--- src/rtl/semaforo_pkg.sv ---
// Shared types for the parametrised traffic-light controller: light states,
// lamp bundle and a small helper used to size the phase counter.
package semaforo_pkg;

  typedef enum logic [2:0] {
    OFF       = 3'd0,
    GREEN     = 3'd1,
    YELLOW    = 3'd2,
    WALK      = 3'd3,
    FLASH     = 3'd4,
    ALERT_ON  = 3'd5,
    ALERT_OFF = 3'd6
  } light_state_t;

  typedef struct packed {
    logic gc;
    logic yc;
    logic rc;
    logic gp;
    logic rp;
  } lamps_t;

  localparam lamps_t LAMPS_OFF = '0;

  function automatic int max2(input int x, input int y);
    return (x > y) ? x : y;
  endfunction

endpackage

--- src/rtl/semaforo_timer.sv ---
// Tick-enabled phase counter with synchronous clear and optional saturation
// at SAT_VAL; the parent owns all phase-end comparisons.
module semaforo_timer #(
  parameter int W       = 4,
  parameter int SAT_VAL = 0
) (
  input  logic         clk,
  input  logic         rst,
  input  logic         en,
  input  logic         clr,
  input  logic         sat,
  output logic [W-1:0] cnt
);

  localparam logic [W-1:0] SAT_LIM = W'(SAT_VAL);

  always_ff @(posedge clk or posedge rst) begin
    if (rst) begin
      cnt <= '0;
    end else if (en) begin
      if (clr) begin
        cnt <= '0;
      end else if (!(sat && cnt >= SAT_LIM)) begin
        cnt <= cnt + W'(1);
      end
    end
  end

endmodule

--- src/rtl/semaforo_param.sv ---
// Car/pedestrian traffic-light controller with parametrised phase lengths,
// latched pedestrian request, optional demand-only green and alert blinking.
module semaforo_param
  import semaforo_pkg::*;
#(
  parameter int GREEN_T     = 6,
  parameter int MIN_GREEN_T = 2,
  parameter int YELLOW_T    = 1,
  parameter int WALK_T      = 4,
  parameter int FLASH_T     = 5,
  parameter int DEMAND      = 0
) (
  input  logic clk,
  input  logic rst,
  input  logic tick,
  input  logic a,
  input  logic req,
  output logic gc,
  output logic yc,
  output logic rc,
  output logic gp,
  output logic rp,
  output logic wt
);

  localparam int MAXP = max2(max2(max2(GREEN_T, YELLOW_T), max2(WALK_T, FLASH_T)), MIN_GREEN_T);
  localparam int W    = $clog2(MAXP) + 1;
  localparam bit DEMAND_ON = (DEMAND != 0);

  localparam logic [W-1:0] G_END  = W'(GREEN_T - 1);
  localparam logic [W-1:0] MG_END = W'(MIN_GREEN_T - 1);
  localparam logic [W-1:0] Y_END  = W'(YELLOW_T - 1);
  localparam logic [W-1:0] W_END  = W'(WALK_T - 1);
  localparam logic [W-1:0] F_END  = W'(FLASH_T - 1);

  generate
    if (GREEN_T < 1 || MIN_GREEN_T < 1 || YELLOW_T < 1 || WALK_T < 1 || FLASH_T < 1 ||
        MIN_GREEN_T > GREEN_T || (FLASH_T % 2) == 0) begin : g_bad_params
      $error("semaforo_param: illegal phase-length parameters");
    end
  endgenerate

  light_state_t state;
  light_state_t next_state;
  logic [W-1:0] cnt;
  logic         req_pend;
  logic         leave_green;
  lamps_t       lamps;

  // Demand mode only releases green after the full phase and with a request waiting.
  always_comb begin
    if (DEMAND_ON) leave_green = (cnt >= G_END) && req_pend;
    else           leave_green = (cnt == G_END) || ((cnt >= MG_END) && req_pend);
  end

  always_comb begin
    next_state = state;
    if (a) begin
      next_state = (state == ALERT_ON) ? ALERT_OFF : ALERT_ON;
    end else begin
      case (state)
        OFF:                 next_state = GREEN;
        GREEN:               if (leave_green)   next_state = YELLOW;
        YELLOW:              if (cnt == Y_END)  next_state = WALK;
        WALK:                if (cnt == W_END)  next_state = FLASH;
        FLASH:               if (cnt == F_END)  next_state = GREEN;
        ALERT_ON, ALERT_OFF: next_state = GREEN;
        default:             next_state = OFF;
      endcase
    end
  end

  always_ff @(posedge clk or posedge rst) begin
    if (rst) state <= OFF;
    else if (tick) state <= next_state;
  end

  // Request latch runs every clock; a new press wins over the WALK-entry clear.
  always_ff @(posedge clk or posedge rst) begin
    if (rst) begin
      req_pend <= 1'b0;
    end else if (req) begin
      req_pend <= 1'b1;
    end else if (tick && next_state == WALK && state != WALK) begin
      req_pend <= 1'b0;
    end
  end

  semaforo_timer #(
    .W       (W),
    .SAT_VAL (GREEN_T - 1)
  ) u_timer (
    .clk (clk),
    .rst (rst),
    .en  (tick),
    .clr (next_state != state),
    .sat (DEMAND_ON && state == GREEN),
    .cnt (cnt)
  );

  always_comb begin
    lamps = LAMPS_OFF;
    case (state)
      GREEN:    begin lamps.gc = 1'b1; lamps.rp = 1'b1; end
      YELLOW:   begin lamps.yc = 1'b1; lamps.rp = 1'b1; end
      WALK:     begin lamps.rc = 1'b1; lamps.gp = 1'b1; end
      FLASH:    begin lamps.rc = 1'b1; lamps.rp = ~cnt[0]; end
      ALERT_ON: lamps.yc = 1'b1;
      default:  lamps = LAMPS_OFF;
    endcase
  end

  assign gc = lamps.gc;
  assign yc = lamps.yc;
  assign rc = lamps.rc;
  assign gp = lamps.gp;
  assign rp = lamps.rp;
  assign wt = req_pend;

endmodule

--- config.mk ---
export PLATFORM = sky130hd
export DESIGN_NAME = semaforo_param
export DESIGN_NICKNAME = d
export VERILOG_FILES = /design/src/rtl/semaforo_pkg.sv /design/src/rtl/semaforo_timer.sv /design/src/rtl/semaforo_param.sv
export SDC_FILE = /design/constraint.sdc
export NUM_CORES = 1
export LEC_CHECK = 0
export CORE_MARGIN = 2
export CORE_UTILIZATION = 40
export DETAILED_ROUTE_END_ITERATION = 12
export PLACE_DENSITY = 0.62
export SLEW_MARGIN = 20
export SYNTH_ARGS = -nofsm -noshare
export SYNTH_HDL_FRONTEND = slang
export SYNTH_SLANG_ARGS = --single-unit
--- constraint.sdc ---
create_clock -name clk -period 1.76 [get_ports clk]
set_input_delay 0.352 -clock clk [delete_from_list [all_inputs] [get_ports clk]]
set_output_delay 0.352 -clock clk [all_outputs]
set_load 0.05 [all_outputs]
==> metrics.md, run 1 <==
| Metric | Value |
|---|---|
| Clock transition at the registers of the reported paths | `0.06 ns` |
| Mean post-synth cell area | `8.52 µm²` |
| Startpoint types | `register` |
| Avg WL per Cell | `16.2 µm` |
| Die Y | `46.0 µm` |
| Drt via density | `5.89` |
| Seq pwr share | `0.161` |
| Min Tclk post-route | `1.89 ns` |
| Synthesis-stage register bit count | `8` |
| Setup TNS | `-0.786 ns` |
| Leakage | `0.495 nW` |
| Grt ovf | `0` |
| Syn_nets | `92` |
| Violated checks | `negative setup slack` |
| Least-Margin Pin Slew | `0.362 ns` |
| Post-Route WL | `2130 µm` |
| Core footprint | `1690 µm²` |
| Post-synthesis sequential area ratio | `0.283` |
| Pre-CTS setup slack | `-0.148 ns` |
| Sink Count | `8` |
| Final Setup Violations | `9` |
| Max VDD drop | `0.000895 V` |
| Area delta synth->final | `68.0%` |
| Via Count | `772` |
| Antenna-violating nets left | `0` |
| Synth warn | `0` |
| Cells after Synth | `83` |
| Initial core utilization | `0.419` |
| Die W | `46.0 µm` |
| TritonCTS Buffers | `3` |
| WHS | `0.353 ns` |
| Layout cells sized above 1 | `0.535` |
| Max clock buf depth | `2` |
| Req. time, crit path | `1.90 ns` |
| Final WS setup | `-0.130 ns` |
| H-tree Lvls | `1` |
| CTS tree | `built` |
| Placement Cell Area | `1020 µm²` |
| Crit. End Element | `register` |
| CP Class | `register to register` |
| Syn Std Cell Area | `707 µm²` |
| Design area | `1190 µm²` |
| First-pass iteration count of the detailed router | `4` |
| Power Total | `0.00180 W` |
| Post-DP HPWL | `1530 µm` |
| Vias in the first global route | `785` |
| GP Congestion | `0.877` |
| Final hold violation count | `0` |
| PortBufs | `10` |
| Outcome | `finished with violations` |
| P_int | `0.000986 W` |
| Gate power share | `0.759` |
| Pwr per Cell Area | `1510 nW/µm²` |
| Placement row count | `15` |
| Clock network power share | `0.080` |
| Final period util | `1.07` |
| Critical Path AT | `2.03 ns` |
| Commonest cells after routing, fill and taps aside | `buf_4 (21), inv_1 (8), nand2_1 (7), dfrtp_1 (6), buf_12 (5)` |
| Largest net degree at the start of global routing | `9` |
| # diodes | `0` |
| Final nets | `125` |
| Slew Viols, Final | `0` |
| Most common cell after layout, fill and taps aside | `buf_4` |
| Fmax achieved | `0.529 GHz` |
| Netlist cell types | `37` |
| Max Cap Viol | `0` |
| Antenna violations before repair | `0` |
| Final setup skew | `0.00297 ns` |
| Number of remaining DRC errors | `0` |
| Root Buffer | `clkbuf_4` |
| RSZ-0062 raised after global routing | `yes` |
| Slew margin rel. | `0.752` |
| Sw Share | `0.451` |
| Worst-path fanout max | `5` |
| Top Ports | `11` |
| Sw power | `0.000810 W` |
| DIE AREA | `2120 µm²` |
| Overall Global Routing Usage | `0.235` |
| Worst skew pair latency | `0.25 ns` |
| First-pass GRT wire length | `3490 µm` |
| Drt initial violations | `36` |
| Worst hold-check path type | `primary input to async pin` |
[layout make-up]
cell class | count | area, µm²
clock buffers | 3 | 22.5
fillers | 127 | 502
inverters | 10 | 37.5
multi-input cells | 62 | 594
flip-flops and latches | 8 | 203
well taps | 17 | 21.3
repair buffers | 31 | 309
[cells by family (layout without fill, tap and decap cells)]
logic type	count (synthesis)	after routing	share of synthesized area
simple gates	30	30	0.253
buf+inv	13	44	0.0832
fa+ha+maj	4	4	0.0708
compound gates	25	25	0.260
mux	2	2	0.0372
xor+xnor	1	1	0.0124
flops	8	8	0.283
[registers in the layout, summed over array words and instances (netlist names)]
signal       count
u_timer.cnt      4
state            3
wt               1
[cell usage after synthesis, drive strengths merged]
| master | number | share of area |
|---|---|---|
| a211o | 1 | 0.014 |
| nor3b | 1 | 0.011 |
| and3b | 1 | 0.012 |
| ha | 4 | 0.071 |
| dfrtp | 8 | 0.28 |
| o31ai | 1 | 0.018 |
| nand2 | 7 | 0.037 |
| or4b | 1 | 0.019 |
| nand3 | 3 | 0.028 |
| or3 | 1 | 0.0089 |
| a221o | 1 | 0.016 |
| mux2 | 2 | 0.037 |
| o21ai | 5 | 0.035 |
| xnor2 | 1 | 0.012 |
| a31oi | 2 | 0.018 |
| and3 | 1 | 0.0089 |
| a211oi | 1 | 0.011 |
| o21bai | 2 | 0.027 |
| o311ai | 1 | 0.012 |
| buf | 3 | 0.030 |
| inv | 10 | 0.053 |
| a2111oi | 1 | 0.012 |
| nand2b | 3 | 0.027 |
| o22ai | 4 | 0.044 |
| a21oi | 4 | 0.028 |
| nor2 | 6 | 0.032 |
| nor3 | 1 | 0.0071 |
| nor4 | 1 | 0.0089 |
| a41oi | 2 | 0.025 |
| or3b | 4 | 0.053 |
[worst max-delay path, stage by stage, from the launching register on]
cell and delay (ns):
dfrtp_2 0.46, inv_2 0.11, ha_4 0.13, or3b_1 0.35, a21oi_2 0.16, or4b_4 0.20, o311ai_4 0.10, mux2_4 0.27
[metrics by stage]
stage                util  std cells
global route        0.703        131
floorplan               -         83
CTS                 0.669        131
detailed placement  0.603        123
finish              0.703        131
global placement    0.603        123
[power by group through the flow]
stage	clock network, W	logic (W)	registers (W)
2_1_floorplan	0	0.000706	0.000264
3_3_place_gp	0	0.00111	0.000291
3_5_place_dp	0	0.00113	0.000291
4_1_cts	0.000151	0.00130	0.000274
5_1_grt	0.000160	0.00146	0.000292
6_report	0.000144	0.00136	0.000289
[what timing repair did]
item	CTS	global route
setup endpoints to repair	11	12
pin swaps	6	4
buffers inserted	5	0
hold buffers	0	0
hold endpoints to repair	0	0
resized for setup	10	11
[worst paths after layout]
kind / depth (start not counted) / endpoint / slack (ns) / from
hold / removal: 2 / wt$_DFFE_PP0P_ / 0.35 / rst
setup / recovery: 7 / state[1]$_DFFE_PP0P_ / -0.13 / u_timer.cnt[0]$_DFFE_PP0P_
setup reg to reg: 7 / state[1]$_DFFE_PP0P_ / -0.13 / u_timer.cnt[0]$_DFFE_PP0P_
max in group asynchronous: 2 / u_timer.cnt[0]$_DFFE_PP0P_ / 1.13 / rst
hold reg to reg: 2 / u_timer.cnt[1]$_DFFE_PP0P_ / 0.56 / u_timer.cnt[1]$_DFFE_PP0P_
min in group clk: 2 / u_timer.cnt[1]$_DFFE_PP0P_ / 0.56 / u_timer.cnt[1]$_DFFE_PP0P_
[routing by layer]
| metal | vias up | global-route usage | routed length, µm |
|---|---|---|---|
| met4 | 0 | 0.0857 | 28 |
| li1 | 367 | - | - |
| met1 | 371 | 0.292 | 886 |
| met2 | 30 | 0.397 | 1130 |
| met5 | - | 0 | 0 |
| met3 | 4 | 0.0437 | 79 |
Note: power is estimated with default switching activity, not from simulation.
==> run 2: changes to the inputs <==
--- a/config.mk
+++ b/config.mk
@@ -9,6 +9,7 @@
 export CORE_UTILIZATION = 40
 export DETAILED_ROUTE_END_ITERATION = 12
 export PLACE_DENSITY = 0.62
+export SKIP_LAST_GASP = 1
 export SLEW_MARGIN = 20
 export SYNTH_ARGS = -nofsm -noshare
 export SYNTH_HDL_FRONTEND = slang
==> run 2 against run 1 <==
Against the previous run: the run still ends with negative setup slack left; clock power barely moved; fmax did not move; design area did not move; total power did not move.
==> metrics.md, run 2 (synthesized netlist as in run 1, its figures left out) <==
| Metric | Value |
|---|---|
| RSZ-0062 raised after global routing | `yes` |
| Largest delay share family, worst path | `simple AND/OR/NAND/NOR gates` |
| GP Congestion | `0.877` |
| Die W | `46.0 µm` |
| Sw power | `0.000810 W` |
| Min Tclk post-route | `1.89 ns` |
| Top Ports | `11` |
| Worst r2r src | `u_timer.cnt[0]$_DFFE_PP0P_` |
| Buf/Inv on CP | `1` |
| Final setup skew | `0.00297 ns` |
| Area delta synth->final | `68.0%` |
| Leakage | `0.495 nW` |
| First-pass GRT wire length | `3490 µm` |
| H-tree Lvls | `1` |
| Post-Route WL | `2130 µm` |
| Via Count | `772` |
| Power Total | `0.00180 W` |
| CP cell instances | `inv_2 -> ha_4 -> or3b_1 -> a21oi_2 -> or4b_4 -> o311ai_4 -> mux2_4` |
| P_int | `0.000986 W` |
| Avg WL per Cell | `16.2 µm` |
| Worst-path fanout max | `5` |
| Least-Margin Pin Slew | `0.362 ns` |
| Grt ovf | `0` |
| RR Endpoint | `state[1]$_DFFE_PP0P_` |
| Crit. End Element | `register` |
| Max VDD drop | `0.000895 V` |
| Die Y | `46.0 µm` |
| Core footprint | `1690 µm²` |
| TritonCTS Buffers | `3` |
| Req. time, crit path | `1.90 ns` |
| Slew margin rel. | `0.752` |
| PortBufs | `10` |
| Worst hold-check path type | `primary input to async pin` |
| Sink Count | `8` |
| Final nets | `125` |
| Initial core utilization | `0.419` |
| Gate power share | `0.759` |
| Commonest cells after routing, fill and taps aside | `buf_4 (21), inv_1 (8), nand2_1 (7), dfrtp_1 (6), buf_12 (5)` |
| Slowest cell on the critical path | `dfrtp_2` |
| Most common cell after layout, fill and taps aside | `buf_4` |
| DIE AREA | `2120 µm²` |
| Root Buffer | `clkbuf_4` |
| Pwr per Cell Area | `1510 nW/µm²` |
| CP Class | `register to register` |
| Violated checks | `negative setup slack` |
| Max Cap Viol | `0` |
| Layout cells sized above 1 | `0.535` |
| Critical Path AT | `2.03 ns` |
| Number of remaining DRC errors | `0` |
| Clock network power share | `0.080` |
| First-pass iteration count of the detailed router | `4` |
| Fmax achieved | `0.529 GHz` |
| Outcome | `finished with violations` |
| Vias in the first global route | `785` |
| Flop2flop setup slack | `-0.13 ns` |
| Final cell count without fillers | `131` |
| Clock transition at the registers of the reported paths | `0.06 ns` |
| Sw Share | `0.451` |
| Final hold violation count | `0` |
| Post-Place Cells | `123` |
| Overall Global Routing Usage | `0.235` |
| Slowest stage delay, CP | `0.46 ns` |
| Worst skew pair latency | `0.25 ns` |
| Pre-CTS setup slack | `-0.148 ns` |
| Post-DP HPWL | `1530 µm` |
| Final WS setup | `-0.130 ns` |
| Drt initial violations | `36` |
| Biggest register | `u_timer.cnt` |
| Drt via density | `5.89` |
| # diodes | `0` |
| Max reg flops | `4` |
| Max clock buf depth | `2` |
| Antenna violations before repair | `0` |
| Placement row count | `15` |
| Largest net degree at the start of global routing | `9` |
| Worst-case reg-to-reg path depth | `7` |
| Startpoint types | `register` |
| Filler instances | `127` |
| Final Setup Violations | `9` |
| Seq pwr share | `0.161` |
| Antenna-violating nets left | `0` |
| CTS tree | `built` |
| Slew Viols, Final | `0` |
| Final period util | `1.07` |
| Setup TNS | `-0.786 ns` |
run 2: cell counts in the layout (fill, tap and decap cells not counted):
No cell type changed its count.
run 2: layout make-up:
| cell class | instances | area [µm²] | share of cell area |
|---|---|---|---|
| Multi-Input combinational cell | 62 | 594 | 0.501 |
| Clock buffer | 3 | 22.5 | 0.0190 |
| Tap cell | 17 | 21.3 | 0.0179 |
| Sequential cell | 8 | 203 | 0.171 |
| Timing Repair Buffer | 31 | 309 | 0.260 |
| Inverter | 10 | 37.5 | 0.0316 |
run 2: power groups by stage:
| stage | Clock [W] | Sequential (W) | Combinational, W |
|---|---|---|---|
| after floorplan | 0 | 0.000264 | 0.000706 |
| after global placement | 0 | 0.000291 | 0.00111 |
| after detailed placement | 0 | 0.000291 | 0.00113 |
| after CTS | 0.000151 | 0.000274 | 0.00130 |
| after global routing | 0.000160 | 0.000292 | 0.00146 |
| final | 0.000144 | 0.000289 | 0.00136 |
run 2: how the worst max path moves through the flow:
stage                                     startpoint                    endpoint  cells past startpoint
after floorplan           u_timer.cnt[0]$_DFFE_PP0P_  u_timer.cnt[3]$_DFFE_PP0P_                      7
after global placement    u_timer.cnt[1]$_DFFE_PP0P_        state[1]$_DFFE_PP0P_                      7
after detailed placement  u_timer.cnt[1]$_DFFE_PP0P_        state[1]$_DFFE_PP0P_                      7
after CTS                 u_timer.cnt[0]$_DFFE_PP0P_        state[1]$_DFFE_PP0P_                      7
after global routing      u_timer.cnt[0]$_DFFE_PP0P_        state[1]$_DFFE_PP0P_                      7
final                     u_timer.cnt[0]$_DFFE_PP0P_        state[1]$_DFFE_PP0P_                      7
run 2: repair_timing:
| action | CTS | global route |
|---|---|---|
| buffers inserted | 5 | 0 |
| setup endpoints to repair | 11 | 12 |
| pin swaps | 6 | 4 |
| gates resized for setup | 10 | 11 |
| hold buffers | 0 | 0 |
run 2: metal layers:
layer / GRT usage / share of wire / vias up
met3: 0.0437 / 0.037 / 4
met1: 0.292 / 0.42 / 371
met2: 0.397 / 0.53 / 30
li1: - / - / 367
met4: 0.0857 / 0.013 / 0
met5: 0 / 0 / -
run 2: stage by stage:
stage | instance area [µm²] | util | hold WS, ns
2_1_floorplan | 751 | - | 0.168
3_3_place_gp | 1020 | 0.603 | 0.545
3_5_place_dp | 1020 | 0.603 | 0.555
4_1_cts | 1130 | 0.669 | 0.347
5_1_grt | 1190 | 0.703 | 0.398
6_report | 1190 | 0.703 | 0.353
==> run 3: changes to the inputs <==
--- a/config.mk
+++ b/config.mk
@@ -7,8 +7,9 @@
 export LEC_CHECK = 0
 export CORE_MARGIN = 2
 export CORE_UTILIZATION = 40
+export CTS_CLUSTER_DIAMETER = 40
 export DETAILED_ROUTE_END_ITERATION = 12
-export PLACE_DENSITY = 0.62
+export PLACE_DENSITY = 0.59
 export SKIP_LAST_GASP = 1
 export SLEW_MARGIN = 20
 export SYNTH_ARGS = -nofsm -noshare
==> constraint.sdc (replaced) <==
create_clock -name clk -period 2.19 [get_ports clk]
set_input_delay 0.438 -clock clk [delete_from_list [all_inputs] [get_ports clk]]
set_output_delay 0.438 -clock clk [all_outputs]
set_load 0.05 [all_outputs]
==> run 3 against run 2 <==
Against the previous run: the run now ends clean; setup slack gained 0.21 ns; critical path depth is 4 lower; first-iteration DRC count fell by 8.3%; critical path type is now register to primary output; clock power is 22% lower.
==> metrics.md, run 3 (synthesized netlist as in run 1, its figures left out) <==
| Metric | Value |
|---|---|
| First-pass GRT wire length | `2560 µm` |
| Sink Count | `8` |
| Post-Route WL | `1600 µm` |
| Grt ovf | `0` |
| Startpoint types | `register` |
| P_int | `0.000567 W` |
| Clock transition at the registers of the reported paths | `0.05 ns` |
| Post-DP HPWL | `1250 µm` |
| Vias in the first global route | `584` |
| Area of the multi-input gates | `448 µm²` |
| First-pass iteration count of the detailed router | `4` |
| Min Tclk post-route | `2.11 ns` |
| Clock network power share | `0.104` |
| CTS Hold Bufs | `0` |
| H-tree Lvls | `1` |
| Seq pwr share | `0.238` |
| Drt initial violations | `33` |
| Drt via density | `6.04` |
| Fmax achieved | `0.474 GHz` |
| PortBufs | `10` |
| Pwr per Cell Area | `1230 nW/µm²` |
| Req. time, crit path | `1.75 ns` |
| Die Y | `46.0 µm` |
| GP Congestion | `0.843` |
| Max VDD drop | `0.000674 V` |
| Commonest cells after routing, fill and taps aside | `inv_1 (10), dfrtp_1 (8), nand2_1 (7), nor2_1 (6), clkdlybuf4s50_1 (5)` |
| Leakage | `0.370 nW` |
| Filler instances | `147` |
| Final hold violation count | `0` |
| Max clock buf depth | `2` |
| Antenna-violating nets left | `0` |
| Largest net degree at the start of global routing | `13` |
| Outcome | `finished, final reports clean` |
| Worst skew pair latency | `0.25 ns` |
| Register area | `200 µm²` |
| Critical Path AT | `1.67 ns` |
| Most common cell after layout, fill and taps aside | `inv_1` |
| Final nets | `105` |
| Number of remaining DRC errors | `0` |
| Final setup skew | `0.00140 ns` |
| Final period util | `0.964` |
| Max reg flops | `4` |
| Gate power share | `0.658` |
| Crit. End Element | `primary output` |
| # diodes | `0` |
| Antenna violations before repair | `0` |
| Avg WL per Cell | `14.4 µm` |
| Slew Viols, Final | `0` |
| Overall Global Routing Usage | `0.173` |
| RSZ-0062 raised after global routing | `no` |
| Worst-path fanout max | `12` |
| Die W | `46.0 µm` |
| Biggest register | `u_timer.cnt` |
| Placement row count | `15` |
| CP Class | `register to primary output` |
| Via Count | `670` |
| Final Setup Violations | `0` |
| Sw Share | `0.475` |
| Area delta synth->final | `23.7%` |
| DIE AREA | `2120 µm²` |
| Slew margin rel. | `0.667` |
| Sw power | `0.000513 W` |
| Core footprint | `1690 µm²` |
| Post-CTS resize count | `0` |
| CTS tree | `built` |
| Post-CTS setup buffers | `0` |
| TritonCTS Buffers | `3` |
| Setup TNS | `0 ns` |
| Least-Margin Pin Slew | `0.498 ns` |
| Top Ports | `11` |
| WHS | `0.424 ns` |
| Initial core utilization | `0.419` |
| Max Cap Viol | `0` |
| Root Buffer | `clkbuf_4` |
| Layout cells sized above 1 | `0.202` |
| Worst hold-check path type | `primary input to async pin` |
## run 3: cell count changes in the layout (fill, tap and decap cells not counted), moves of 2 or more
cell,before,now
a41oi_2,2,0
nor2_1,4,6
inv_2,2,0
buf_4,21,2
ha_1,1,4
o21ai_0,2,4
dfrtp_2,2,0
ha_4,3,0
a41oi_1,0,2
inv_1,8,10
dfrtp_1,6,8
nor2_2,2,0
## run 3: power by group through the flow
stage          clock (W)  combinational, W  sequential, W
6_report        0.000113          0.000711       0.000256
5_1_grt         0.000126          0.000761       0.000265
4_1_cts         0.000119          0.000709       0.000255
3_5_place_dp           0          0.000707       0.000258
3_3_place_gp           0          0.000707       0.000258
2_1_floorplan          0          0.000521       0.000209
## run 3: critical path: stages (launching register included)
cell and delay (ns):
dfrtp_1 0.53, or3b_4 0.45, o22ai_1 0.26, buf_12 0.18
## run 3: cell type report
class                      count  share of cell area
inverter                      10              0.0429
timing repair buffer          11               0.166
tap                           17              0.0243
multi-input combinational     62               0.512
sequential                     8               0.229
clock buffer                   3              0.0258
## run 3: worst paths after layout
| kind | from | end | slack (ns) | cells past startpoint |
|---|---|---|---|---|
| max | state[2]$_DFFE_PP0P_ | rp | 0.08 | 3 |
| min | rst | u_timer.cnt[2]$_DFFE_PP0P_ | 0.42 | 2 |
| max reg2reg | u_timer.cnt[0]$_DFFE_PP0P_ | u_timer.cnt[2]$_DFFE_PP0P_ | 0.14 | 7 |
| min reg2reg | u_timer.cnt[1]$_DFFE_PP0P_ | u_timer.cnt[1]$_DFFE_PP0P_ | 0.56 | 2 |
| max in group asynchronous | rst | state[2]$_DFFE_PP0P_ | 1.54 | 2 |
| min in group clk | u_timer.cnt[1]$_DFFE_PP0P_ | u_timer.cnt[1]$_DFFE_PP0P_ | 0.56 | 2 |
## run 3: routing by layer
layer	track usage	up-vias	wire, µm
met5	0	-	0
met4	0.103	0	19
met3	0.0238	4	63
met2	0.264	22	767
met1	0.229	320	749
li1	-	324	-
## run 3: metrics by stage
| stage | instances | util | power [W] | worst slack, ns | area (µm²) |
|---|---|---|---|---|---|
| after floorplan | 83 | - | 0.000731 | 0.0620 | 707 |
| after global placement | 108 | 0.504 | 0.000965 | 0.184 | 852 |
| after detailed placement | 108 | 0.504 | 0.000966 | 0.146 | 852 |
| after CTS | 111 | 0.518 | 0.00108 | 0.0736 | 875 |
| after global routing | 111 | 0.518 | 0.00115 | 0.0142 | 875 |
| final | 111 | 0.518 | 0.00108 | 0.0793 | 875 |
